[config.mk]
export PLATFORM = sky130hd
export DESIGN_NAME = bambu_slave_preload_ctrl_flat
export DESIGN_NICKNAME = d
export VERILOG_FILES = /design/src/rtl/bambu_preload_pkg.sv /design/src/rtl/bambu_slave_preload_ctrl_if.sv /design/src/rtl/slave_byte_packer.sv /design/src/rtl/bambu_slave_preload_ctrl.sv /design/src/flat_wrapper.sv
export SDC_FILE = /design/constraint.sdc
export NUM_CORES = 1
export LEC_CHECK = 0
export BUFFER_PORTS_ARGS = -buffer_cell sky130_fd_sc_hd__buf_2
export CAP_MARGIN = 20
export CORE_ASPECT_RATIO = 1.5
export CORE_MARGIN = 1
export CORE_UTILIZATION = 45
export DETAILED_ROUTE_END_ITERATION = 8
export MAX_ROUTING_LAYER = met4
export PLACE_DENSITY = 0.63
export SLEW_MARGIN = 40
export SYNTH_ARGS = -nofsm -noshare
export SYNTH_HDL_FRONTEND = slang
export SYNTH_HIERARCHICAL = 1
export SYNTH_SLANG_ARGS = --single-unit
[constraint.sdc]
create_clock -name clock -period 4.9 [get_ports clock]
set_input_delay 1.225 -clock clock [delete_from_list [all_inputs] [get_ports clock]]
set_output_delay 1.225 -clock clock [all_outputs]
set_load 0.03 [all_outputs]
[src/rtl/bambu_preload_pkg.sv]
// Shared constants for the mergesort preload/run controller.
// Holds the state encodings, the slave access-size codes and default bus widths.
package bambu_preload_pkg;

    localparam int unsigned ADDR_W_DEF = 14;
    localparam int unsigned DATA_W_DEF = 16;

    // Values placed on S_data_ram_size (access size in bits)
    localparam logic [7:0] SIZE_BYTE = 8'd8;
    localparam logic [7:0] SIZE_HALF = 8'd16;

    // Controller states
    localparam logic [2:0] ST_IDLE       = 3'd0;
    localparam logic [2:0] ST_COLLECT    = 3'd1;
    localparam logic [2:0] ST_COLLECT_LO = 3'd2;
    localparam logic [2:0] ST_WRITE      = 3'd3;
    localparam logic [2:0] ST_WAIT_ACK   = 3'd4;
    localparam logic [2:0] ST_START      = 3'd5;
    localparam logic [2:0] ST_RUN        = 3'd6;
    localparam logic [2:0] ST_REPORT     = 3'd7;

endpackage

[src/rtl/bambu_slave_preload_ctrl_if.sv]
// Bus bundle between the preload controller and its neighbours:
//   byte stream   : in_valid, in_ready, in_byte, in_last
//   kernel control: start_port, done_port
//   slave RAM port: S_oe_ram, S_we_ram, S_addr_ram, S_Wdata_ram, S_data_ram_size, Sout_DataRdy
// master = the controller, slave = host stream source plus the accelerator.
interface bambu_slave_preload_ctrl_if #(
    parameter int unsigned ADDR_W = 14,
    parameter int unsigned DATA_W = 16,
    parameter int unsigned CH     = 2
);
    logic              in_valid;
    logic              in_ready;
    logic [7:0]        in_byte;
    logic              in_last;
    logic              start_port;
    logic              done_port;
    logic [CH-1:0]     S_oe_ram;
    logic [CH-1:0]     S_we_ram;
    logic [ADDR_W-1:0] S_addr_ram;
    logic [DATA_W-1:0] S_Wdata_ram;
    logic [7:0]        S_data_ram_size;
    logic [CH-1:0]     Sout_DataRdy;

    modport master (
        input  in_valid, in_byte, in_last, done_port, Sout_DataRdy,
        output in_ready, start_port, S_oe_ram, S_we_ram, S_addr_ram,
               S_Wdata_ram, S_data_ram_size
    );

    modport slave (
        output in_valid, in_byte, in_last, done_port, Sout_DataRdy,
        input  in_ready, start_port, S_oe_ram, S_we_ram, S_addr_ram,
               S_Wdata_ram, S_data_ram_size
    );
endinterface

[src/rtl/slave_byte_packer.sv]
// Pairs incoming bytes into little-endian halfwords and tracks the slave write address.
// Ports:
//   load_base  : first byte of a preload; wr_addr takes base_addr
//   take_byte  : a stream byte is accepted this cycle
//   take_hi    : the accepted byte is the upper half of a pair
//   advance    : the current write was acknowledged; step wr_addr by the access size
//   wr_addr/wr_data/wr_size : payload presented on the slave port
//   wr_last    : the payload contains the final stream byte
module slave_byte_packer
    import bambu_preload_pkg::*;
#(
    parameter int unsigned ADDR_W = ADDR_W_DEF,
    parameter int unsigned DATA_W = DATA_W_DEF
) (
    input  logic              clock,
    input  logic              reset,
    input  logic              load_base,
    input  logic              take_byte,
    input  logic              take_hi,
    input  logic              advance,
    input  logic [ADDR_W-1:0] base_addr,
    input  logic [7:0]        in_byte,
    input  logic              in_last,
    output logic [ADDR_W-1:0] wr_addr,
    output logic [DATA_W-1:0] wr_data,
    output logic [7:0]        wr_size,
    output logic              wr_last
);
    logic [7:0] lo;

    // Pairing, odd-tail zero extension and address stepping (wraps naturally at 2^ADDR_W)
    always_ff @(posedge clock or negedge reset) begin
        if (!reset) begin
            wr_addr <= '0;
            wr_data <= '0;
            wr_size <= '0;
            wr_last <= 1'b0;
            lo      <= '0;
        end else if (take_byte) begin
            if (load_base) begin
                wr_addr <= base_addr;
            end
            wr_last <= in_last;
            if (take_hi) begin
                wr_data <= DATA_W'({in_byte, lo});
                wr_size <= SIZE_HALF;
            end else begin
                lo <= in_byte;
                if (in_last) begin
                    wr_data <= DATA_W'({8'h00, in_byte});
                    wr_size <= SIZE_BYTE;
                end
            end
        end else if (advance) begin
            wr_addr <= wr_addr + ((wr_size == SIZE_HALF) ? ADDR_W'(2) : ADDR_W'(1));
        end
    end
endmodule

[src/rtl/bambu_slave_preload_ctrl.sv]
// Run controller in front of the HLS mergesort `main` kernel: preloads kernel memory
// from a byte stream over slave channel 0, pulses start_port, then times the run.
// Ports:
//   clock, reset (async, active-low)
//   base_addr    : first byte address, sampled with the first accepted byte
//   run_req      : level request to launch the kernel
//   busy         : controller not idle
//   result_valid : one-cycle pulse at the end of a run, with timed_out and cycles
//   bus          : byte stream, kernel start/done and slave RAM port
// All outputs are registered decodes of the next state.
module bambu_slave_preload_ctrl
    import bambu_preload_pkg::*;
#(
    parameter int unsigned ADDR_W      = ADDR_W_DEF,
    parameter int unsigned DATA_W      = DATA_W_DEF,
    parameter int unsigned CH          = 2,
    parameter int unsigned TIMEOUT_CYC = 200000000,
    parameter int unsigned CNT_W       = 32
) (
    input  logic              clock,
    input  logic              reset,
    input  logic [ADDR_W-1:0] base_addr,
    input  logic              run_req,
    output logic              busy,
    output logic              result_valid,
    output logic              timed_out,
    output logic [CNT_W-1:0]  cycles,
    bambu_slave_preload_ctrl_if.master bus
);
    logic [2:0]        state, state_d;
    logic              preload_done, preload_done_d;
    logic              byte_seen, byte_seen_d;
    logic [CNT_W-1:0]  cnt, cnt_d, cycles_d;
    logic              timed_out_d;
    logic              in_ready_q, in_ready_d, we_q, we_d, start_q, start_d;
    logic              busy_d, result_valid_d;
    logic              collect_c, accept_c, ack_c;
    logic [ADDR_W-1:0] wr_addr;
    logic [DATA_W-1:0] wr_data;
    logic [7:0]        wr_size;
    logic              wr_last;
    logic              unused_ack_hi;

    assign collect_c = (state == ST_IDLE) || (state == ST_COLLECT) || (state == ST_COLLECT_LO);
    assign accept_c  = bus.in_valid & in_ready_q & collect_c;
    // Acknowledges only count once the write strobe has been retired
    assign ack_c     = (state == ST_WAIT_ACK) & bus.Sout_DataRdy[0];
    assign unused_ack_hi = ^bus.Sout_DataRdy[CH-1:1];

    slave_byte_packer #(
        .ADDR_W (ADDR_W),
        .DATA_W (DATA_W)
    ) u_packer (
        .clock     (clock),
        .reset     (reset),
        .load_base (accept_c & (state == ST_IDLE)),
        .take_byte (accept_c),
        .take_hi   (state == ST_COLLECT),
        .advance   (ack_c),
        .base_addr (base_addr),
        .in_byte   (bus.in_byte),
        .in_last   (bus.in_last),
        .wr_addr   (wr_addr),
        .wr_data   (wr_data),
        .wr_size   (wr_size),
        .wr_last   (wr_last)
    );

    // Next-state, run timer and next output values
    always_comb begin
        state_d        = state;
        preload_done_d = preload_done;
        byte_seen_d    = byte_seen;
        cnt_d          = cnt;
        cycles_d       = cycles;
        timed_out_d    = timed_out;
        case (state)
            ST_IDLE: begin
                // A byte takes priority over a simultaneous run request
                if (accept_c) begin
                    byte_seen_d = 1'b1;
                    state_d     = bus.in_last ? ST_WRITE : ST_COLLECT;
                end else if (run_req && (preload_done || !byte_seen)) begin
                    state_d = ST_START;
                end
            end
            ST_COLLECT_LO: if (accept_c) state_d = bus.in_last ? ST_WRITE : ST_COLLECT;
            ST_COLLECT:    if (accept_c) state_d = ST_WRITE;
            ST_WRITE:      state_d = ST_WAIT_ACK;
            ST_WAIT_ACK: begin
                if (ack_c) begin
                    if (wr_last) begin
                        state_d        = ST_IDLE;
                        preload_done_d = 1'b1;
                    end else begin
                        state_d = ST_COLLECT_LO;
                    end
                end
            end
            ST_START: begin
                cnt_d       = CNT_W'(1);
                byte_seen_d = 1'b0;
                state_d     = ST_RUN;
            end
            ST_RUN: begin
                // done wins over a timeout in the same cycle
                if (bus.done_port) begin
                    cycles_d    = cnt;
                    timed_out_d = 1'b0;
                    state_d     = ST_REPORT;
                end else if (cnt == CNT_W'(TIMEOUT_CYC)) begin
                    cycles_d    = CNT_W'(TIMEOUT_CYC);
                    timed_out_d = 1'b1;
                    state_d     = ST_REPORT;
                end else begin
                    cnt_d = cnt + CNT_W'(1);
                end
            end
            ST_REPORT: begin
                preload_done_d = 1'b0;
                state_d        = ST_IDLE;
            end
            default: state_d = ST_IDLE;
        endcase
        in_ready_d     = (state_d == ST_IDLE) || (state_d == ST_COLLECT) || (state_d == ST_COLLECT_LO);
        we_d           = (state_d == ST_WRITE);
        start_d        = (state_d == ST_START);
        busy_d         = (state_d != ST_IDLE);
        result_valid_d = (state_d == ST_REPORT);
    end

    // State and output registers
    always_ff @(posedge clock or negedge reset) begin
        if (!reset) begin
            state        <= ST_IDLE;
            preload_done <= 1'b0;
            byte_seen    <= 1'b0;
            cnt          <= '0;
            cycles       <= '0;
            timed_out    <= 1'b0;
            in_ready_q   <= 1'b0;
            we_q         <= 1'b0;
            start_q      <= 1'b0;
            busy         <= 1'b0;
            result_valid <= 1'b0;
        end else begin
            state        <= state_d;
            preload_done <= preload_done_d;
            byte_seen    <= byte_seen_d;
            cnt          <= cnt_d;
            cycles       <= cycles_d;
            timed_out    <= timed_out_d;
            in_ready_q   <= in_ready_d;
            we_q         <= we_d;
            start_q      <= start_d;
            busy         <= busy_d;
            result_valid <= result_valid_d;
        end
    end

    assign bus.in_ready        = in_ready_q;
    assign bus.start_port      = start_q;
    assign bus.S_oe_ram        = '0;
    assign bus.S_we_ram        = CH'(we_q);
    assign bus.S_addr_ram      = wr_addr;
    assign bus.S_Wdata_ram     = wr_data;
    assign bus.S_data_ram_size = wr_size;
endmodule
[src/flat_wrapper.sv]
// flat-port wrapper written by rule: the top's interface ports become plain ports
module bambu_slave_preload_ctrl_flat import bambu_preload_pkg::*;
#(
    parameter int unsigned ADDR_W      = ADDR_W_DEF,
    parameter int unsigned DATA_W      = DATA_W_DEF,
    parameter int unsigned CH          = 2,
    parameter int unsigned TIMEOUT_CYC = 200000000,
    parameter int unsigned CNT_W       = 32
)
  (clock, reset, base_addr, run_req, busy, result_valid, timed_out, cycles, bus_in_valid, bus_in_byte, bus_in_last, bus_done_port, bus_Sout_DataRdy, bus_in_ready, bus_start_port, bus_S_oe_ram, bus_S_we_ram, bus_S_addr_ram, bus_S_Wdata_ram, bus_S_data_ram_size);
  bambu_slave_preload_ctrl_if #(.ADDR_W(ADDR_W), .DATA_W(DATA_W), .CH(CH)) bus_i ();
  input  logic clock;
  input  logic reset;
  input  logic [ADDR_W-1:0] base_addr;
  input  logic run_req;
  output logic busy;
  output logic result_valid;
  output logic timed_out;
  output logic [CNT_W-1:0] cycles;
  input wire logic [$bits(bus_i.in_valid)-1:0] bus_in_valid;
  input wire logic [$bits(bus_i.in_byte)-1:0] bus_in_byte;
  input wire logic [$bits(bus_i.in_last)-1:0] bus_in_last;
  input wire logic [$bits(bus_i.done_port)-1:0] bus_done_port;
  input wire logic [$bits(bus_i.Sout_DataRdy)-1:0] bus_Sout_DataRdy;
  output wire logic [$bits(bus_i.in_ready)-1:0] bus_in_ready;
  output wire logic [$bits(bus_i.start_port)-1:0] bus_start_port;
  output wire logic [$bits(bus_i.S_oe_ram)-1:0] bus_S_oe_ram;
  output wire logic [$bits(bus_i.S_we_ram)-1:0] bus_S_we_ram;
  output wire logic [$bits(bus_i.S_addr_ram)-1:0] bus_S_addr_ram;
  output wire logic [$bits(bus_i.S_Wdata_ram)-1:0] bus_S_Wdata_ram;
  output wire logic [$bits(bus_i.S_data_ram_size)-1:0] bus_S_data_ram_size;
  assign bus_i.in_valid = bus_in_valid;
  assign bus_i.in_byte = bus_in_byte;
  assign bus_i.in_last = bus_in_last;
  assign bus_i.done_port = bus_done_port;
  assign bus_i.Sout_DataRdy = bus_Sout_DataRdy;
  assign bus_in_ready = bus_i.in_ready;
  assign bus_start_port = bus_i.start_port;
  assign bus_S_oe_ram = bus_i.S_oe_ram;
  assign bus_S_we_ram = bus_i.S_we_ram;
  assign bus_S_addr_ram = bus_i.S_addr_ram;
  assign bus_S_Wdata_ram = bus_i.S_Wdata_ram;
  assign bus_S_data_ram_size = bus_i.S_data_ram_size;
  bambu_slave_preload_ctrl #(.ADDR_W(ADDR_W), .DATA_W(DATA_W), .CH(CH), .TIMEOUT_CYC(TIMEOUT_CYC), .CNT_W(CNT_W)) u_core (.clock(clock), .reset(reset), .base_addr(base_addr), .run_req(run_req), .busy(busy), .result_valid(result_valid), .timed_out(timed_out), .cycles(cycles), .bus(bus_i));
endmodule
* Word-level counts from Yosys, hierarchy flattened *
Index checks and enable logic that the tools add are counted.

word-level totals
  output and inout port bits = 79
  bits in registers = 122
  input port bits = 30
  word-level logic and storage cells = 96

cells by class
  reductions and logical operators = 23
  equal/unequal tests = 20
  mux-type cells = 30
  bitwise logic cells = 5
  add/sub/neg operators = 2

operators by type and width
  kind                                                                     count
  32-bit two-way mux                                                       4
  32-bit one-hot mux with 2 select lines                                   1
  14-bit two-way mux                                                       3
  32-bit by 1-bit adder with 32-bit output, second input constant          1
  32-bit by 28-bit equality test with 1-bit output, second input constant  1
  16-bit two-way mux                                                       2
  3-bit one-hot mux with 8 select lines                                    1
  3-bit two-way mux                                                        7
  3-bit equality test, second input constant                               6
  8-bit two-way mux                                                        2
  14-bit by 2-bit adder with 14-bit output                                 1
  3-bit by 2-bit equality test with 1-bit output, second input constant    4
  2-bit nonzero test                                                       6
  2-bit AND reduction                                                      5
  8-bit by 5-bit equality test with 1-bit output, second input constant    1
  2-bit != test, second input constant                                     4
  3-bit by 1-bit equality test with 1-bit output, second input constant    2
  3-bit zero test                                                          2
  2-bit two-way mux                                                        3
  3-bit AND reduction                                                      2
  1-bit logical OR                                                         5
  1-bit two-way mux                                                        5
  1-bit AND                                                                4
  2-bit by 1-bit != test with 1-bit output, second input constant          2
  other kinds (5)                                                          6

* Depth between registers and ports, before layout *
Gate-level depths: netlist of the first run.

  depth after elaboration = 9
  gate-level depth with buffers = 10
  gate-level depth less buffers = 8

* By module *
Netlist of the first run, hierarchy kept.

modules (own cells, without submodules)
  module                    seq. area each (µm²)  area an instance (µm²)  cells each  times used
  bambu_slave_preload_ctrl  1876.8                3624.7                  367         1
  slave_byte_packer         1026.0                2004.4                  187         1

* Least setup slack after synthesis of the first run *
OpenSTA, ideal clock, no wires.

  path type = input port to flip-flop
  start = input port bus_done_port
  end = register u_core.cnt[22]
  buffers on the path = 0
  stages on the path = 5
  arrival = 2.655 ns
  library setup time = 0.078 ns
  data required time = 4.822 ns
  slack = 2.167 ns
  cell sequence = nor4bb_1 nor2_1 or4_1 or3_1 a21oi_1

on the way
  longest elaborated chain between the ends = 2

RTL lines
  what                                  RTL line                         text
  start: declaration                    flat_wrapper.sv:23               input wire logic [$bits(bus_i.done_port)-1:0] bus_done_port;
  2-bit != test (no source line)        n/a
  3-bit AND reduction (no source line)  n/a
  end signal: assignment                bambu_slave_preload_ctrl.sv:150  cnt <= cnt_d;
  end: declaration                      bambu_slave_preload_ctrl.sv:33   logic [CNT_W-1:0] cnt, cnt_d, cycles_d;

No other way between the ends.
A chain may end at the register's enable or synchronous reset.

* Final worst setup path of the first run *
Ends and elaborated chain as after synthesis.

==> qor.yml, run 1 <==
outcome:
  status: "finished, final reports clean"
clock_tree:
  path_clk_slew_ps: 60
  htree_levels: 4
  postCtsSetupBuffers: 0
  clk_latency_ps: 420
  cts-root-buf: "clkbuf_16"
  cts_made_buffers: 17
  cts_resized: 0
  cts_buffer_depth: 2
  ctsHoldBuffers: 0
  clock-sinks: 116
  cts_tree: "done"
routing:
  drt_iter0_markers: 281
  via_per_inst: 5.85
  drt.antenna.violating_nets: 0
  drt-pass1-iter-count: 5
  vias: 4750
  wl_per_cell_um: 17.8
  routed_wirelength_mm: 14.4
  drc: 0
power_and_ir_drop:
  p_int_mw: 2.47
  combPwrFrac_pct: 32.9
  pwr-share-seq_pct: 35.8
  power_switching_share_pct: 39.0
  p_sw_mw: 1.58
  p_per_area_nw_per_um2: 594
  power_leakage_nw: 3.10
  p_clk_share_pct: 31.3
  power.total_mw: 4.05
  ir_drop_v: 0.000380
global_route:
  grt_max_degree: 58
  grt_usage_pct: 24.2
  grt_pass1_vias: 4834
  antenna_found_initial: 0
  grt_pass1_wl_mm: 23.8
  grt_overflow_total: 0
layout:
  areaGrowthSynthToFinish_pct: 21.0
  stdcell_count: 812
  drive_above_1_share_pct: 24.9
  insertedDiodeCount: 0
  final_nets: 681
placement:
  dp_hpwl_mm: 9.82
  io_buffers: 98
  dp_cells: 780
  gp_congestion: 0.875
floorplan:
  start_util_pct: 46.6
  ios: 109
  num_rows: 49
  die_area_um2: 13000
  fp.dieW_um: 93.3
  coreArea_um2: 12100
  fp.dieH_um: 139
critical_path:
  critPathCaptureType: "flip-flop"
  crit_arrival_ps: 3240
  max_stage_delay_ps: 550
  crit_type: "in -> reg"
  worst-path-max-fanout: 17
  critPathLaunchType: "primary input"
  required_ps: 5230
  crit_chain: "buf_2, nor4bb_1, nor2_1, or4_1, or3_1, a21oi_1"
  worst_path_max_delay_cell: "nor4bb_1"
synthesis:
  synth_cell_types: 68
  ys_async_sr_fraction_pct: 100
  yosysWarnings: 6
  ys_seq_area_share_pct: 51.6
  ys.flop_type: "dfrtp_1"
  postSynthCellCount: 554
  synth_edf_count: 0
  synth-seq-cells: 116
  avgSynthCellArea_um2: 10.2
  synth_area_um2: 5630
timing:
  rsz0062_at_grt: "no"
  worstMarginPinSlew_ps: 727
  finalMaxSlewViolations: 0
  post-route-min-period_ps: 2910
  timing.fmax_mhz: 344
  finalSetupViolCount: 0
  final-hold-violation-count: 0
  final.period_utilization_pct: 59.4
  finalSetupTns_ps: 0
  relSlewSlack_pct: 51.2
  skew_ps: 9.74
job:
  drv_cap: 0
min_path:
  min_path_type: "reg -> reg"
==> placed cells by master, fill, tap and decap left out, types with 6 or more instances in the layout <==
cell / count
a21oi_1: 31
a22o_1: 27
a31oi_1: 14
and3_1: 6
buf_2: 97
buf_4: 6
clkbuf_16: 17
conb_1: 9
dfrtp_1: 116
inv_1: 25
mux2_2: 7
mux2i_1: 6
nand2_1: 32
nand3_1: 17
nand4_1: 14
nor2_1: 32
nor3_1: 22
nor4_1: 7
o21ai_0: 25
o22ai_1: 16
or3_1: 14
xnor2_1: 8
==> power groups by stage <==
| stage | sequential, mW | clock, mW | combinational (mW) |
|---|---|---|---|
| 3_5_place_dp | 1.46 | 0 | 1.33 |
| 5_1_grt | 1.49 | 1.33 | 1.44 |
| 2_1_floorplan | 1.74 | 0 | 0.664 |
| 3_3_place_gp | 1.44 | 0 | 1.31 |
| 6_report | 1.45 | 1.27 | 1.33 |
| 4_1_cts | 1.45 | 1.28 | 1.34 |
==> state kept, by name (all words and copies together) (netlist names), 2 cells and up <==
signal                   count
u_core/state                 3
u_core/u_packer/lo           8
u_core/u_packer/wr_addr     14
u_core/cnt                  32
u_core/u_packer/wr_data     16
u_core/cycles               32
u_core/u_packer/wr_size      2
==> through the flow <==
| stage | hold slack, ps | instance area, µm² | util [%] | worst slack, ps |
|---|---|---|---|---|
| after global routing | 504 | 6810 | 56.4 | 1740 |
| final | 488 | 6810 | 56.4 | 1990 |
| after global placement | 463 | 6180 | 51.2 | 1630 |
| after CTS | 495 | 6800 | 56.3 | 2020 |
| after detailed placement | 477 | 6200 | 51.3 | 1650 |
| after floorplan | 442 | 5660 | - | 2170 |
==> cell type report <==
type                       count  area (µm²)
fill                        1102        5270
clock buffer                  17         425
inverter                      25        93.8
sequential                   116        2900
multi-input combinational    382        2470
clock inverter                15         183
timing repair buffer         104         542
tap                          153         191
==> final timing paths <==
path,slack [ps],to,start,cells past startpoint
worst max register to register,2030,u_core/cnt[1],u_core/cnt[0],9
worst min register to register,490,u_core/timed_out,u_core/timed_out,2
worst min-delay path,490,u_core/timed_out,u_core/timed_out,2
worst max-delay path,1990,u_core/cnt[22],bus_done_port,6
max in group asynchronous,3300,u_core/cycles[2],reset,2
min in group asynchronous,780,u_core/cycles[15],reset,1
==> kinds of logic (layout without fill, tap and decap cells) <==
kind of cell / Yosys count / in the layout / share of synthesized area (%)
buffers and inverters: 63 / 161 / 5.40
adder cells (fa/ha/maj): 5 / 5 / 1.24
other: 2 / 9 / 0.133
flip-flops: 116 / 116 / 51.6
AND/OR/NAND/NOR: 195 / 195 / 19.8
AO/OA/AOI/OAI: 147 / 147 / 17.3
multiplexers: 14 / 14 / 2.67
XOR/XNOR: 12 / 12 / 1.87
==> worst max-delay path: cells and delay by family <==
family	cells	cell delay (ps)
compound gates	1	140
buf+inv	1	200
simple gates	4	1660
==> synth_stat cells (5+ instances only) <==
master	n	area share [%]
a211oi_1	5	0.67
nand2_1	32	2.1
o21ai_0	25	2.2
clkbuf_1	17	1.1
or3_1	14	1.6
o22ai_1	16	1.8
buf_4	11	1.5
nand3b_1	5	0.67
and3_1	6	0.67
inv_1	25	1.7
nor4_1	7	0.78
a21oi_1	32	2.8
nand4_1	14	1.6
mux2_2	7	1.4
a22o_1	27	4.2
dfrtp_1	116	52
nand3_1	17	1.5
xnor2_1	8	1.2
a31oi_1	14	1.6
nor2_1	32	2.1
nor3_1	24	2.1
mux2i_1	6	1.1
buf_2	8	0.71
==> metal layers <==
metal	GRT usage [%]	wire length, µm
met1	27.1	5810
met2	41.4	7730
met3	5.48	616
met4	9.23	271
met5	-	0
(Power assumes the default switching activity.)
==> inputs of run 2 (changes only) <==
--- a/config.mk
+++ b/config.mk
@@ -12,7 +12,7 @@
 export CORE_UTILIZATION = 45
 export DETAILED_ROUTE_END_ITERATION = 8
 export MAX_ROUTING_LAYER = met4
-export PLACE_DENSITY = 0.63
+export PLACE_DENSITY = 0.66
 export SLEW_MARGIN = 40
 export SYNTH_ARGS = -nofsm -noshare
 export SYNTH_HDL_FRONTEND = slang
==> constraint.sdc (replaced) <==
create_clock -name clock -period 2.3 [get_ports clock]
set_input_delay 0.575 -clock clock [delete_from_list [all_inputs] [get_ports clock]]
set_output_delay 0.575 -clock clock [all_outputs]
set_load 0.03 [all_outputs]
==> run 2 against run 1 <==
Net effect:
- core utilization grew 2.7 points
- flip-flop and latch count stayed put
- non-clock buffer count up 39
- clock-buffer cell count increased by 2
- cell area increased by 4.7%
- cell count increased by 4.8%
==> qor.yml, run 2 (same netlist as run 1, synthesis figures left out) <==
outcome:
  status: "finished, final reports clean"
clock_tree:
  clock-sinks: 116  # unchanged
  clk_latency_ps: 410  # about the same
  cts-root-buf: "clkbuf_16"
  cts_buffer_depth: 2  # unchanged
  cts_tree: "done"
  path_clk_slew_ps: 50  # about the same
  htree_levels: 4  # unchanged
  cts_made_buffers: 17  # unchanged
global_route:
  grt_pass1_vias: 5085  # +5.2%
  grt_max_degree: 39  # -33%
  antenna_found_initial: 0  # unchanged
  grt_usage_pct: 25.6  # +1.4 points
  grt_pass1_wl_mm: 25.2  # +6.0%
  grt_overflow_total: 0  # unchanged
layout:
  multi_input_area_um2: 2480  # +0.20%
  n_fill_cell: 1056  # -4.2%
  layout_commonest_cell: "dfrtp_1"
  stdcell_count: 851  # +4.8%
  insertedDiodeCount: 0  # unchanged
  final_cell_mix: "dfrtp_1 (112), buf_2 (97), buf_4 (43)"
  finalInstanceArea_um2: 7130  # +4.7%
  reg_top3: "u_core/cnt (32), u_core/cycles (32), u_core/u_packer/wr_data (16)"
  areaGrowthSynthToFinish_pct: 26.7
  seq_area_um2: 2910  # +0.17%
  final_nets: 720  # +5.7%
  drive_above_1_share_pct: 29.7  # +4.8 points
  fin_util_pct: 59.1  # +2.7 points
timing:
  relSlewSlack_pct: 57.1  # +5.9 points
  post-route-min-period_ps: 2220
  finalSetupViolCount: 0  # unchanged
  final-hold-violation-count: 0  # unchanged
  skew_ps: 15.5  # +5.73 ps
  timing.fmax_mhz: 451
  setup_ws_ps: 81.3  # -1910 ps
  final.period_utilization_pct: 96.5
  finalMaxSlewViolations: 0  # unchanged
  worstMarginPinSlew_ps: 638  # -88.6 ps
floorplan:
  ios: 109  # unchanged
  start_util_pct: 46.6  # unchanged
  num_rows: 49  # unchanged
  die_area_um2: 13000  # unchanged
  fp.dieW_um: 93.3  # unchanged
  fp.dieH_um: 139  # unchanged
  coreArea_um2: 12100  # unchanged
power_and_ir_drop:
  p_int_mw: 5.45  # +120%
  pwr-share-seq_pct: 34.8  # -1.0 points
  combPwrFrac_pct: 35.0  # +2.1 points
  power_switching_share_pct: 38.3  # -0.71 points
  ir_drop_v: 0.000778  # +100%
  p_per_area_nw_per_um2: 1240  # +110%
  p_sw_mw: 3.38  # +110%
  power_leakage_nw: 3.31  # +6.6%
  p_clk_share_pct: 30.2  # -1.1 points
placement:
  dp_hpwl_mm: 10.8  # +10%
  placed_cell_area_um2: 6490  # +4.8%
  io_buffers: 98  # unchanged
  dp_worst_setup_slack_ps: 16.5  # -1630 ps
  gp_congestion: 0.893  # +2.0%
  dp_cells: 818  # +4.9%
routing:
  drc: 0  # unchanged
  wl_per_cell_um: 17.8  # +0.40%
  drt.antenna.violating_nets: 0  # unchanged
  via_per_inst: 5.76  # -1.5%
  vias: 4902  # +3.2%
  routed_wirelength_mm: 15.2  # +5.2%
  drt-pass1-iter-count: 5  # unchanged
  drt_iter0_markers: 276  # -1.8%
critical_path:
  critPathLaunchType: "flip-flop"
  critPathCaptureType: "flip-flop"
  crit_type: "reg -> reg"
  worst-path-max-fanout: 3  # -14
  worst_path_max_delay_cell: "or4_4"
  max_stage_delay_ps: 570  # +20 ps
  crit_chain: "nand2b_1, ha_1, inv_1, fa_2, or4_4, o211ai_1, o311ai_1"
  crit_arrival_ps: 2490  # -750 ps
  required_ps: 2570  # -2660 ps
job:
  drv_cap: 0  # unchanged
min_path:
  min_path_type: "in -> async"
[run 2: path summary, 6_finish.rpt]
| kind | from | cells past startpoint | to | slack, ps |
|---|---|---|---|---|
| max | u_core/u_packer/wr_size[4] | 7 | u_core/u_packer/wr_addr[10] | 80 |
| min | reset | 1 | u_core/result_valid | 90 |
| max reg2reg | u_core/u_packer/wr_size[4] | 7 | u_core/u_packer/wr_addr[10] | 80 |
| min reg2reg | u_core/byte_seen | 1 | u_core/byte_seen | 480 |
| max in group asynchronous | reset | 2 | u_core/state[1] | 1560 |
| min in group clock | base_addr[3] | 2 | u_core/u_packer/wr_addr[3] | 380 |
[run 2: layer usage]
metal	wire length, µm	part of all wire (%)	track usage [%]	vias up
li1	-	-	-	2291
met1	5970	39	28.5	2430
met2	8200	54	43.9	148
met3	610	4.0	4.61	33
met4	410	2.7	12.1	0
met5	0	0	-	-
[run 2: cell type report]
cell class,count,share of cell area [%]
Timing Repair Buffer,143,12.1
Clock buffer,19,6.21
Tap cell,153,2.68
Multi-Input combinational cell,382,34.8
Sequential cell,116,40.8
Inverter,25,1.32
Clock inverter,13,2.21
[run 2: worst max-delay path: cells and delay by family (launching register included)]
| family | cells | cell delay, ps |
|---|---|---|
| AOI/OAI and AO/OA | 2 | 320 |
| adders and majority gates | 2 | 580 |
| buffers and inverters | 1 | 60 |
| DFF | 1 | 400 |
| and+or+nand+nor | 2 | 740 |
[run 2: through the flow]
step	hold WS, ps	power [mW]	setup TNS (ps)
floorplan	279	5.12	0
global placement	467	6.04	0
detailed placement	466	6.15	0
CTS	93.0	8.84	0
global route	110	9.28	-2.20
finish	94.4	8.83	0
[run 2: what timing repair did]
action | CTS | global route
gates resized for setup | 0 | 9
hold endpoints to repair | 0 | 0
hold buffers | 0 | 0
buffers inserted | 0 | 1
endpoints found under the setup margin | 0 | 35
[run 2: power groups by stage]
stage | logic [mW] | registers [mW] | clock network (mW)
floorplan | 1.42 | 3.71 | 0
global placement | 2.99 | 3.05 | 0
detailed placement | 3.06 | 3.08 | 0
CTS | 3.07 | 3.06 | 2.71
global route | 3.33 | 3.15 | 2.80
finish | 3.09 | 3.07 | 2.66
